`src/rtl/pipe_stall_sched.sv`:
```
// Stall/flush sequencer for the 5-stage pipeline: stage enables, bubble injects, halt and timeout detection.
// Optional total-stall performance counter is built when STALL_PERF_EN is defined.
module pipe_stall_sched #(
    parameter int JB_MAX    = 4,
    parameter int STALL_MAX = 32
) (
    input  logic        clk,
    input  logic        rst,
    input  logic        haz_req,
    input  logic        jb_req,
    input  logic        br_resolve,
    input  logic        br_taken,
    input  logic        mem_busy,
    input  logic        halt_wb,
    output logic        pc_en,
    output logic        if_id_en,
    output logic        id_ex_en,
    output logic        ex_mem_en,
    output logic        mem_wb_en,
    output logic        if_id_nop,
    output logic        id_ex_nop,
    output logic        halted,
    output logic        err,
    output logic [15:0] perf_stalls
);

    typedef enum logic [1:0] {RUN, JB_WAIT, MEM_WAIT, HALTED} state_t;

    localparam logic [3:0] JB_LIM    = 4'(JB_MAX);
    localparam logic [7:0] STALL_LIM = 8'(STALL_MAX);

    state_t     state, state_next;
    logic       ret_jb, ret_jb_next;
    logic [3:0] jb_cnt, jb_cnt_next;
    logic [7:0] stall_cnt, stall_cnt_next;
    logic       in_jb, stall, jb_tick, hold_halt, err_next;

    // A MEM_WAIT cycle with memory done behaves exactly like the state it froze from.
    always_comb begin
        pc_en       = 1'b1;
        if_id_en    = 1'b1;
        id_ex_en    = 1'b1;
        ex_mem_en   = 1'b1;
        mem_wb_en   = 1'b1;
        if_id_nop   = 1'b0;
        id_ex_nop   = 1'b0;
        state_next  = state;
        ret_jb_next = ret_jb;
        jb_cnt_next = jb_cnt;
        stall       = 1'b0;
        jb_tick     = 1'b0;
        in_jb       = (state == JB_WAIT) || ((state == MEM_WAIT) && ret_jb);
        hold_halt   = (state == HALTED) || halt_wb;

        if (!rst) begin
            {pc_en, if_id_en, id_ex_en, ex_mem_en, mem_wb_en} = 5'b0;
            if_id_nop = 1'b1;
            id_ex_nop = 1'b1;
            hold_halt = 1'b0;
        end else if (hold_halt) begin
            {pc_en, if_id_en, id_ex_en, ex_mem_en, mem_wb_en} = 5'b0;
            state_next = HALTED;
        end else if (mem_busy) begin
            {pc_en, if_id_en, id_ex_en, ex_mem_en, mem_wb_en} = 5'b0;
            state_next  = MEM_WAIT;
            ret_jb_next = in_jb;
            stall       = 1'b1;
        end else if (br_resolve && br_taken) begin
            if_id_nop   = 1'b1;
            id_ex_nop   = 1'b1;
            state_next  = RUN;
            jb_cnt_next = 4'd0;
        end else if (in_jb && br_resolve) begin
            state_next  = RUN;
            jb_cnt_next = 4'd0;
        end else if (in_jb) begin
            pc_en       = 1'b0;
            if_id_nop   = 1'b1;
            state_next  = JB_WAIT;
            jb_cnt_next = (jb_cnt == 4'hF) ? jb_cnt : jb_cnt + 4'd1;
            stall       = 1'b1;
            jb_tick     = 1'b1;
        end else if (haz_req) begin
            pc_en      = 1'b0;
            if_id_en   = 1'b0;
            id_ex_nop  = 1'b1;
            state_next = RUN;
            stall      = 1'b1;
        end else if (jb_req) begin
            pc_en       = 1'b0;
            if_id_nop   = 1'b1;
            state_next  = JB_WAIT;
            jb_cnt_next = 4'd1;
            stall       = 1'b1;
            jb_tick     = 1'b1;
        end else begin
            state_next = RUN;
        end
    end

    always_comb begin
        stall_cnt_next = 8'd0;
        if (hold_halt)
            stall_cnt_next = stall_cnt;
        else if (stall)
            stall_cnt_next = (stall_cnt == 8'hFF) ? stall_cnt : stall_cnt + 8'd1;
        err_next = err
                 | (jb_tick && (jb_cnt_next >= JB_LIM))
                 | (stall && (stall_cnt_next >= STALL_LIM));
    end

    always_ff @(posedge clk) begin
        if (!rst) begin
            state     <= RUN;
            ret_jb    <= 1'b0;
            jb_cnt    <= 4'd0;
            stall_cnt <= 8'd0;
            halted    <= 1'b0;
            err       <= 1'b0;
        end else begin
            state     <= state_next;
            ret_jb    <= ret_jb_next;
            jb_cnt    <= jb_cnt_next;
            stall_cnt <= stall_cnt_next;
            halted    <= (state_next == HALTED);
            err       <= err_next;
        end
    end

`ifdef STALL_PERF_EN
    logic [15:0] perf_cnt;

    always_ff @(posedge clk) begin
        if (!rst)
            perf_cnt <= 16'd0;
        else if (stall && !hold_halt && (perf_cnt != 16'hFFFF))
            perf_cnt <= perf_cnt + 16'd1;
    end

    assign perf_stalls = perf_cnt;
`else
    assign perf_stalls = 16'h0000;
`endif

endmodule

```
`config.mk`:
```
export PLATFORM = sky130hd
export DESIGN_NAME = pipe_stall_sched
export DESIGN_NICKNAME = d
export VERILOG_FILES = /design/src/rtl/pipe_stall_sched.sv
export SDC_FILE = /design/constraint.sdc
export NUM_CORES = 1
export LEC_CHECK = 0
export CAP_MARGIN = 20
export CORE_MARGIN = 2
export CORE_UTILIZATION = 30
export DETAILED_ROUTE_END_ITERATION = 12
export GPL_TIMING_DRIVEN = 0
export SYNTH_ARGS = -nofsm -noshare
export SYNTH_HDL_FRONTEND = slang
export SYNTH_SLANG_ARGS = --single-unit
```
`constraint.sdc`:
```
create_clock -name clk -period 2 [get_ports clk]
set_input_delay 0.4 -clock clk [delete_from_list [all_inputs] [get_ports clk]]
set_output_delay 0.4 -clock clk [all_outputs]
set_load 0.02 [all_outputs]
```
Yosys cells after proc, flatten, opt, wreduce, memory -nomap -nowiden. Index checks and enable logic that the tools add are counted.

Add/subtract/negate cells: 2. Order comparisons: 2. Equal/unequal tests: 6. Multiplexer cells: 65. Bitwise gates (word level): 3. Reductions and logical operators: 8.

Operator list (number): $mux W1 (50); $mux W4 (9); $mux W8 (3); $add A8 B1 Y8 const B (1); $eq A8 B8 Y1 const B (1); $ge A8 B6 Y1 const B (1); $eq A2 B2 Y1 const B (3); $mux W2 (3); $logic_and A1 B1 Y1 (5); $add A4 B1 Y4 const B (1); $eq A4 B4 Y1 const B (1); $ge A4 B3 Y1 const B (1); $eq A2 B1 Y1 const B (1); $logic_or A1 B1 Y1 (2); $or A1 B1 Y1 (2); $reduce_and A2 Y1 (1); $not A1 Y1 (1).

Register bits: 17. Output and inout bits: 25.

Logic depth before layout (Yosys ltp). Gate-level depths: netlist of the first run.

Word-level depth: 14. Depth in mapped cells: 7.

Worst setup path before layout of the first run. Ideal clock, no wire load.

Kind: register to output. Start point: register state[1]. End point: output port id_ex_nop. Arrival: 1.490 ns. Path slack: 0.110 ns. Cell stages (with the launch flop): 5. Buffers on the path: 0. Cell sequence: dfxtp_1 and2b_1 nor2_1 a21boi_0 o21ai_0.

Word-level cells in the longest chain between the ends: 9. Elaborated cells between the ends (all ways): 13.

RTL lines: from (decl) (RTL line 32) `state_t state, state_next;`; from (signal assigned) (RTL line 121) `state <= state_next;`; $eq A2 B2 Y1 (RTL line 52) `in_jb = (state == JB_WAIT) || ((state == MEM_WAIT) && ret_jb);`; $logic_and A1 B1 Y1 (RTL line 52); $logic_or A1 B1 Y1 (RTL line 52); $mux W1 or $logic_and A1 B1 Y1 (tied branches) (RTL line 76, 73); $mux W1 (RTL line 73) `end else if (in_jb && br_resolve) begin`; $mux W1 (RTL line 68) `end else if (br_resolve && br_taken) begin`; $mux W1 (RTL line 63) `end else if (mem_busy) begin`; $mux W1 * (RTL line 60) `end else if (hold_halt) begin`; $mux W1 * (RTL line 55) `if (!rst) begin`; to (decl) (RTL line 21) `output logic id_ex_nop,`.

Every way passes the cells marked *; elsewhere a longest branch is shown, timed or not.

Worst setup path after layout of the first run.
Start point: register state[1]. End point: output port ex_mem_en.

Word-level cells in the longest chain between the ends: 4.

RTL lines: $eq A2 B2 Y1 (RTL line 53) `hold_halt = (state == HALTED) || halt_wb;`; $logic_or A1 B1 Y1 (RTL line 53); $mux W1 (RTL line 60); $mux W1 (RTL line 55); to (decl) (RTL line 18) `output logic ex_mem_en,`.

No other way between the ends.

==> flow_metrics.py, run 1 <==
metrics = {
    "outcome": {
        "run_status": "completed",
    },
    "detailed_routing": {
        "detail_route.wirelength_um": 2810,
        "count_of_unresolved_drc_violations_after_routing": 0,
        "routed_wl_per_cell_um": 11.8,
        "ant_nets": 0,
        "drt_pre_antenna_iters": 4,
        "detailedRoute.firstIterationViolations": 112,
        "via_count": 1155,
        "vias_per_cell": 4.83,
    },
    "hold_path": {
        "worstHoldPathType": "reg -> reg",
    },
    "placed_design": {
        "place.port_buffers": 14,
        "post_place_cell_area_sq_mm": 0.00141,
        "routabilityCongestion": 0.816,
        "detailedPlacementHpwl_um": 1960,
        "detailedPlace.worstSlack_ns": -0.919,
    },
    "timing": {
        "min_period_over_period_pct": 98.5,
        "setup_viol": 0,
        "final.min_clock_period_ns": 1.97,
        "rsz0062_at_grt": "true",
        "whs_ns": 0.484,
        "drv_slew": 0,
        "max_freq_mhz": 508,
        "worst_clock_skew_ns": 0.00331,
        "worst_slack_ns": 0.0296,
        "report.final.hold_viol_count": 0,
    },
    "final_layout": {
        "drive_above_1_share_pct": 29.3,
        "nNetsFinal": 202,
        "areaGrowthSynthToFinish_pct": 36.0,
        "fin_util_pct": 42.6,
        "n_antenna_cell": 0,
        "layout.cell_area.non_filler_sq_mm": 0.00157,
        "num-fill-cells": 388,
    },
    "synth": {
        "post_synth_fa_ha_maj_area_fraction_pct": 2.17,
        "post_synth_top_area_share_pct": 29.5,
        "syn-instance-count": 149,
        "synth.mux.area_fraction_pct": 1.73,
        "synth_top_cell_by_area": "sky130_fd_sc_hd__dfxtp_1",
        "synth.lib_cells_used.distinct": 42,
        "synth_compound_gate_area_share_pct": 26.8,
        "synth_area_per_cell_sq_um": 7.75,
        "synth_top_area_cells": "sky130_fd_sc_hd__dfxtp_1 29%, sky130_fd_sc_hd__buf_4 12%, sky130_fd_sc_hd__nor2_1 4.9%",
        "synthXorXnorAreaFrac_pct": 0,
        "synth-simple-area-share_pct": 24.6,
        "ys_seq_elements": 17,
        "yosysSeqAreaShare_pct": 29.5,
        "mappedNetlistArea_sq_mm": 0.00115,
        "dominant_combinational_cell_family_by_area_after_synthesis": "compound AO/OA/AOI/OAI gates",
        "yosys_warnings": 0,
    },
    "die": {
        "design.core.area_sq_mm": 0.00369,
        "die-width_um": 66.0,
        "chip_height_um": 66.0,
        "top_level_ports": 33,
        "die-area_sq_mm": 0.00436,
        "row_count": 22,
        "floorplan.initialDensity_pct": 31.3,
    },
    "clock_network": {
        "cts_hold_buf": 0,
        "cts_num_sinks": 17,
        "clk_pin_slew_ns": 0.06,
        "latest_clock_arrival_within_the_worst_skew_pair_ns": 0.25,
        "h_tree_lvl_count": 1,
        "cts_root_buf": "sky130_fd_sc_hd__clkbuf_8",
        "clock_buffers_created_by_tritoncts": 3,
        "cts_max_path_buffers": 2,
        "cts_tree": "done",
    },
    "global_routing": {
        "via_count_of_the_first_global_routing_pass": 941,
        "total_routing_resource_utilization_after_global_routing_pct": 13.2,
        "antenna_found_initial": 0,
        "grt.overflow.total": 0,
        "grt_max_degree": 11,
        "grt_pass1_wl_um": 4480,
    },
    "critical_path": {
        "critical_path.endpoint_type": "output port",
        "required_ns": 1.60,
        "critical_path.startpoint_type": "register",
        "critPathArrivalTime_ns": 1.57,
        "classification_of_the_worst_setup_path": "reg -> out",
        "maximum_fanout_count_along_the_critical_path": 7,
    },
    "pwr": {
        "peakVddDrop_mv": 0.338,
        "power.density_cell_area_mw_per_mm2": 525,
        "static-leakage-power_nw": 0.694,
        "design_power_mw": 0.825,
    },
    "job": {
        "maxCapViolations": 0,
    },
}
==> cell usage after synthesis, drive strengths merged <==
library cell,n
a21o,1
nor2,15
and3b,1
nand4,4
or2b,1
a22o,1
a32oi,1
or2,1
nand3b,1
a221oi,1
a21oi,9
o22ai,3
clkinv,1
a211oi,3
nand3,5
nand2,14
or3,1
o311ai,2
inv,7
clkbuf,2
conb,1
dfxtp,17
a32o,1
and3,2
mux2i,2
nor2b,1
o21ai,9
ha,2
o21a,1
buf,18
o211ai,1
nor3b,1
a31oi,3
a21boi,1
nor3,7
o31ai,3
a2111o,1
a41oi,2
and2b,1
and2,1
==> cell usage in the layout, fill, tap and decap left out, types with 3 or more instances in the layout <==
cell                              netlist  routed
sky130_fd_sc_hd__o22ai_1                3       3
sky130_fd_sc_hd__nand3_1                5       5
sky130_fd_sc_hd__nand2_2                0       3
sky130_fd_sc_hd__dlygate4sd2_1          0       4
sky130_fd_sc_hd__dfxtp_1               17      15
sky130_fd_sc_hd__o21ai_0                9       7
sky130_fd_sc_hd__nor2_1                15      14
sky130_fd_sc_hd__conb_1                 1      16
sky130_fd_sc_hd__clkbuf_8               0       3
sky130_fd_sc_hd__o31ai_1                3       3
sky130_fd_sc_hd__a31oi_1                3       3
sky130_fd_sc_hd__nor3_1                 5       4
sky130_fd_sc_hd__clkdlybuf4s50_1        0       3
sky130_fd_sc_hd__buf_2                  0       4
sky130_fd_sc_hd__inv_1                  7       5
sky130_fd_sc_hd__a21oi_1                9       8
sky130_fd_sc_hd__buf_4                 18      29
sky130_fd_sc_hd__nand4_1                4       4
sky130_fd_sc_hd__nand2_1               14      11
==> worst max-delay path, stage by stage (launching register included) <==
cell                            delay [ns]
sky130_fd_sc_hd__dfxtp_4              0.36
sky130_fd_sc_hd__buf_4                0.15
sky130_fd_sc_hd__a211oi_4             0.25
sky130_fd_sc_hd__nand2_2              0.13
sky130_fd_sc_hd__inv_2                0.10
sky130_fd_sc_hd__dlygate4sd2_1        0.34
==> worst paths after layout <==
path,from,end,slack [ns],cells past startpoint
max,state[1],ex_mem_en,0.03,5
min,err,err,0.48,2
min reg2reg,err,err,0.48,2
max reg2reg,stall_cnt[0],err,0.13,7
==> kinds of logic after synthesis <==
logic type	count (synthesis)
muxes	2
and+or+nand+nor	56
other	1
buffers and inverters	28
AOI/OAI and AO/OA	43
adders and majority gates	2
DFF	17
==> power by group <==
| group | leakage [nW] | internal, mW | total (mW) | switching, mW |
|---|---|---|---|---|
| Sequential | 0.139 | 0.348 | 0.360 | 0.0119 |
| Clock | 0.0255 | 0.138 | 0.252 | 0.114 |
| Combinational | 0.529 | 0.0905 | 0.213 | 0.122 |
==> metal layers <==
layer  vias to the layer above  global-route usage, %  wire length, um
met2                        50                   18.8             1240
met1                       511                   19.2             1340
met3                         2                   3.58              203
met4                         0                   3.83               33
met5                         -                      0                0
li1                        592                      -                -
==> layout make-up <==
cell class	count	area (sq um)	share of cell area [%]
Inverter	8	30.0	1.91
Multi-Input combinational cell	119	763	48.6
Buffer	20	143	9.08
Clock buffer	3	41.3	2.63
Clock inverter	1	5.00	0.319
Timing Repair Buffer	23	180	11.5
Sequential cell	17	348	22.2
Tap cell	48	60.1	3.82
==> timing repair <==
| action | in CTS | in global routing |
|---|---|---|
| pin swaps | 3 | 1 |
| gates resized for setup | 47 | 8 |
| setup buffers | 6 | 3 |
| setup endpoints to repair | 10 | 6 |
==> metrics by stage <==
stage          instances  setup TNS, ns
2_1_floorplan        164              0
3_3_place_gp         226          -8.39
3_5_place_dp         226          -8.11
4_1_cts              236              0
5_1_grt              239        -0.0893
6_report             239              0
Power figures use the tool's default switching activity.
==> run 2: changes to the inputs <==
--- a/config.mk
+++ b/config.mk
@@ -10,6 +10,8 @@
 export CORE_UTILIZATION = 30
 export DETAILED_ROUTE_END_ITERATION = 12
 export GPL_TIMING_DRIVEN = 0
+export REMOVE_ABC_BUFFERS = 1
+export SLEW_MARGIN = 15
 export SYNTH_ARGS = -nofsm -noshare
 export SYNTH_HDL_FRONTEND = slang
 export SYNTH_SLANG_ARGS = --single-unit
==> run 2 against run 1 <==
Compared with the run above:
- worst setup slack better by 0.039 ns
- clock skew is 0.0028 ns lower
- sequential power hardly changed
- critical path depth is 1 higher
- via count is 2.9% lower
==> flow_metrics.py, run 2 (same netlist as run 1, synthesis figures left out) <==
metrics = {
    "outcome": {
        "run_status": "completed",
    },
    "final_layout": {
        "drive_above_1_share_pct": 20.5,
        "layout.cells.most_common_list": "16 x sky130_fd_sc_hd__conb_1, 15 x sky130_fd_sc_hd__dfxtp_1, 14 x sky130_fd_sc_hd__nor2_1",
        "areaGrowthSynthToFinish_pct": 25.5,
        "num-fill-cells": 377,
        "nNetsFinal": 182,
        "n_antenna_cell": 0,
        "final_cell_count_no_fill": 219,
        "regArea_sq_um": 348,
        "most_common_cell_after_layout_fill_and_taps_aside": "sky130_fd_sc_hd__conb_1",
        "layout.cell_area.non_filler_sq_mm": 0.00145,
        "multi_input_comb_area_sq_um": 767,
    },
    "pwr": {
        "power_frac_clock_pct": 32.7,
        "power.density_cell_area_mw_per_mm2": 557,
        "internal_power_mw": 0.555,
        "sequentialPowerShare_pct": 44.7,
        "power_frac_comb_pct": 22.6,
        "static-leakage-power_nw": 0.592,
        "p_sw_share_pct": 31.2,
        "design_power_mw": 0.807,
        "peakVddDrop_mv": 0.319,
        "p_sw_mw": 0.251,
    },
    "timing": {
        "final.min_clock_period_ns": 1.93,
        "totalNegativeSetupSlack_ns": 0,
        "setup_viol": 0,
        "report.final.hold_viol_count": 0,
        "rsz0062_at_grt": "false",
        "worst_clock_skew_ns": 0.000484,
        "whs_ns": 0.504,
        "max_freq_mhz": 518,
        "min_period_over_period_pct": 96.6,
        "drv_slew": 0,
    },
    "detailed_routing": {
        "drt_pre_antenna_iters": 4,
        "via_count": 1122,
        "detail_route.wirelength_um": 2780,
        "count_of_unresolved_drc_violations_after_routing": 0,
        "vias_per_cell": 5.12,
        "ant_nets": 0,
        "detailedRoute.firstIterationViolations": 55,
        "routed_wl_per_cell_um": 12.7,
    },
    "global_routing": {
        "grt_pass1_wl_um": 4400,
        "total_routing_resource_utilization_after_global_routing_pct": 13.0,
        "grt.overflow.total": 0,
        "grt_max_degree": 11,
        "antenna_found_initial": 0,
        "via_count_of_the_first_global_routing_pass": 940,
    },
    "critical_path": {
        "required_ns": 1.60,
        "critical_path.endpoint_type": "output port",
        "crit_path_end": "if_id_nop",
        "startpoint": "state[1]",
        "critPathArrivalTime_ns": 1.53,
        "critical_path.startpoint_type": "register",
        "regToRegEndpoint": "err",
        "maximum_fanout_count_along_the_critical_path": 8,
        "ff2ff_path_depth": 7,
        "regToRegSetupSlack_ns": 0.14,
        "classification_of_the_worst_setup_path": "reg -> out",
        "reg2reg_from": "state[1]",
    },
    "clock_network": {
        "clk_pin_slew_ns": 0.07,
        "cts_num_sinks": 17,
        "latest_clock_arrival_within_the_worst_skew_pair_ns": 0.25,
        "cts_root_buf": "sky130_fd_sc_hd__clkbuf_8",
        "cts_max_path_buffers": 2,
        "h_tree_lvl_count": 1,
        "cts_tree": "done",
        "clock_buffers_created_by_tritoncts": 3,
    },
    "die": {
        "chip_height_um": 66.0,
        "die-width_um": 66.0,
        "row_count": 22,
        "floorplan.initialDensity_pct": 31.3,
        "top_level_ports": 33,
        "die-area_sq_mm": 0.00436,
        "design.core.area_sq_mm": 0.00369,
    },
    "placed_design": {
        "place.port_buffers": 16,
        "post_place_cell_area_sq_mm": 0.00129,
        "placedCellCount": 208,
        "detailedPlacementHpwl_um": 1860,
        "routabilityCongestion": 0.858,
    },
    "hold_path": {
        "worstHoldPathCells": 2,
        "worstHoldPathType": "reg -> reg",
    },
    "job": {
        "maxCapViolations": 0,
    },
}
run 2: how the worst min path moves through the flow:
stage	startpoint	endpoint
after floorplan	stall_cnt[3]	stall_cnt[3]
after global placement	err	err
after detailed placement	err	err
after CTS	stall_cnt[0]	stall_cnt[0]
after global routing	err	err
final	stall_cnt[0]	stall_cnt[0]
run 2: area by class of cell:
type                       count  area share, %
multi-input combinational    119           52.9
sequential                    17           24.0
timing repair buffer          23           13.7
tap                           48           4.15
clock buffer                   4           3.11
inverter                       8           2.07
run 2: layer usage:
layer | up-vias | global-route usage [%] | wire length, um | share of wire, %
li1 | 554 | - | - | -
met1 | 523 | 17.6 | 1300 | 47
met2 | 43 | 20.8 | 1330 | 48
met3 | 2 | 2.04 | 124 | 4.5
met4 | 0 | 4.59 | 34 | 1.2
met5 | - | 0 | 0 | 0
run 2: stage by stage:
stage	setup WS, ns	util, %
2_1_floorplan	0.110	-
3_5_place_dp	-0.899	34.9
6_report	0.0683	39.3
4_1_cts	0.00862	38.1
3_3_place_gp	-0.898	34.9
5_1_grt	0.00426	39.3
run 2: power by group through the flow:
| stage | logic (mW) | clock network [mW] | registers (mW) |
|---|---|---|---|
| global placement | 0.157 | 0 | 0.365 |
| detailed placement | 0.158 | 0 | 0.366 |
| finish | 0.182 | 0.264 | 0.361 |
| floorplan | 0.104 | 0 | 0.365 |
| CTS | 0.170 | 0.267 | 0.361 |
| global route | 0.196 | 0.283 | 0.363 |
run 2: worst max-delay path, cell delays in order, from the launching register on:
cell and delay [ns]:
sky130_fd_sc_hd__dfxtp_4 0.41, sky130_fd_sc_hd__and2b_4 0.23, sky130_fd_sc_hd__nor3_4 0.21, sky130_fd_sc_hd__a21oi_1 0.06
sky130_fd_sc_hd__a21oi_1 0.13, sky130_fd_sc_hd__o21ai_1 0.08, sky130_fd_sc_hd__buf_4 0.17
run 2: timing repair:
item / in CTS / in global routing
setup buffers: 4 / 3
hold buffers: 0 / 0
gates resized for setup: 53 / 8
endpoints found under the setup margin: 10 / 4
pin swaps: 3 / 2
==> run 3: changes to the inputs <==
==> constraint.sdc (replaced) <==
create_clock -name clk -period 2.4 [get_ports clk]
set_input_delay 0.6 -clock clk [delete_from_list [all_inputs] [get_ports clk]]
set_output_delay 0.6 -clock clk [all_outputs]
set_load 0.02 [all_outputs]
==> run 3 against run 2 <==
Compared with the run above:
- final area is 3.4% lower
- clock skew is 0.0023 ns higher
- first-iteration DRC count is 33% lower
- largest cell class unchanged
- largest power group unchanged
==> flow_metrics.py, run 3 (same netlist as run 1, synthesis figures left out) <==
metrics = {
    "timing": {
        "final.min_clock_period_ns": 2.27,
        "worst_clock_skew_ns": 0.00276,
        "transition_at_the_pin_with_the_smallest_max_transition_slack_ns": 0.518,
        "report.final.hold_viol_count": 0,
        "drv_slew": 0,
        "slew_headroom_pct": 65.2,
        "min_period_over_period_pct": 94.6,
        "max_freq_mhz": 440,
        "setup_viol": 0,
        "rsz0062_at_grt": "false",
    },
    "final_layout": {
        "most_common_cell_after_layout_fill_and_taps_aside": "sky130_fd_sc_hd__conb_1",
        "final_cell_count_no_fill": 215,
        "areaGrowthSynthToFinish_pct": 21.2,
        "n_antenna_cell": 0,
        "layout.cells.most_common_list": "16 x sky130_fd_sc_hd__conb_1, 15 x sky130_fd_sc_hd__dfxtp_1, 14 x sky130_fd_sc_hd__nor2_1",
        "nNetsFinal": 178,
        "drive_above_1_share_pct": 18.0,
        "fin_util_pct": 38.0,
    },
    "placed_design": {
        "placedCellCount": 208,
        "place.port_buffers": 16,
        "routabilityCongestion": 0.858,
        "detailedPlacementHpwl_um": 1860,
    },
    "global_routing": {
        "grt_max_degree": 11,
        "antenna_found_initial": 0,
        "via_count_of_the_first_global_routing_pass": 936,
        "grt.overflow.total": 0,
        "total_routing_resource_utilization_after_global_routing_pct": 12.7,
        "grt_pass1_wl_um": 4280,
    },
    "clock_network": {
        "clock_buffers_created_by_tritoncts": 3,
        "h_tree_lvl_count": 1,
        "cts_max_path_buffers": 2,
        "cts_root_buf": "sky130_fd_sc_hd__clkbuf_8",
        "clk_pin_slew_ns": 0.07,
        "cts_tree": "done",
        "cts_num_sinks": 17,
        "latest_clock_arrival_within_the_worst_skew_pair_ns": 0.25,
    },
    "detailed_routing": {
        "drt_pre_antenna_iters": 4,
        "via_count": 1080,
        "detail_route.wirelength_um": 2530,
        "routed_wl_per_cell_um": 11.8,
        "ant_nets": 0,
        "detailedRoute.firstIterationViolations": 37,
        "vias_per_cell": 5.02,
        "count_of_unresolved_drc_violations_after_routing": 0,
    },
    "critical_path": {
        "required_ns": 1.80,
        "critical_path.endpoint_type": "output port",
        "maximum_fanout_count_along_the_critical_path": 8,
        "critPathArrivalTime_ns": 1.67,
        "critical_path.startpoint_type": "register",
        "startpoint": "state[0]",
        "classification_of_the_worst_setup_path": "reg -> out",
        "reg2reg_from": "stall_cnt[0]",
    },
    "pwr": {
        "power.density_cell_area_mw_per_mm2": 472,
        "peakVddDrop_mv": 0.248,
        "static-leakage-power_nw": 0.545,
        "design_power_mw": 0.661,
    },
    "die": {
        "top_level_ports": 33,
        "row_count": 22,
        "design.core.area_sq_mm": 0.00369,
        "die-width_um": 66.0,
        "floorplan.initialDensity_pct": 31.3,
        "chip_height_um": 66.0,
        "die-area_sq_mm": 0.00436,
    },
    "hold_path": {
        "worstHoldStart": "stall_cnt[0]",
        "worstHoldPathType": "reg -> reg",
    },
    "job": {
        "maxCapViolations": 0,
    },
    "outcome": {
        "run_status": "completed",
    },
}
run 3: cell types whose count changed in the layout (fill, tap and decap cells not counted), sizes merged:
cell and change:
buf -6, clkbuf +1, clkdlybuf4s15 +2, dlymetal6s2s -1
run 3: final timing paths:
kind	end	slack (ns)	cells past startpoint
hold / removal	stall_cnt[0]	0.51	2
setup / recovery	pc_en	0.13	6
hold reg to reg	stall_cnt[0]	0.51	2
setup reg to reg	err	0.35	7
run 3: area by class of cell:
| type | count | area [sq um] |
|---|---|---|
| fillers | 383 | 2290 |
| multi-input cells | 119 | 748 |
| flip-flops and latches | 17 | 348 |
| repair buffers | 19 | 169 |
| well taps | 48 | 60.1 |
| clock buffers | 4 | 45.0 |
| inverters | 8 | 30.0 |
run 3: metal layers:
layer | part of all wire [%] | vias to the layer above | global-route usage, %
met5 | 0 | - | 0
met4 | 1.3 | 0 | 5.36
met3 | 4.7 | 2 | 2.04
met2 | 45 | 39 | 20.1
met1 | 49 | 490 | 17.0
li1 | - | 549 | -
run 3: critical path, cell delays in order, from the launching register on:
cell and delay, ns:
sky130_fd_sc_hd__dfxtp_4 0.40, sky130_fd_sc_hd__or2b_1 0.25, sky130_fd_sc_hd__nand2_1 0.17, sky130_fd_sc_hd__o21a_2 0.20, sky130_fd_sc_hd__a21oi_1 0.05, sky130_fd_sc_hd__nor2_1 0.08
sky130_fd_sc_hd__clkdlybuf4s15_2 0.26
run 3: metrics by stage:
step | hold WS, ns | setup TNS (ns) | setup WS, ns | cell area, sq um
finish | 0.508 | 0 | 0.128 | 1400
CTS | 0.513 | 0 | 0.0367 | 1390
global route | 0.530 | 0 | 0.0193 | 1400
global placement | 0.479 | -6.26 | -0.898 | 1290
detailed placement | 0.496 | -6.47 | -0.899 | 1290
floorplan | 0.474 | 0 | 0.121 | 1070
run 3: where the power goes:
group	internal [mW]	leakage (nW)	switching (mW)
Combinational	0.0501	0.383	0.0923
Sequential	0.290	0.139	0.0116
Clock	0.118	0.0228	0.0992
run 3: repair_timing:
action / 4_1_cts / 5_1_grt
setup endpoints to repair: 7 / 2
hold buffers: 0 / 0
pin swaps: 2 / 0
resized for setup: 47 / 7
setup buffers: 3 / 0
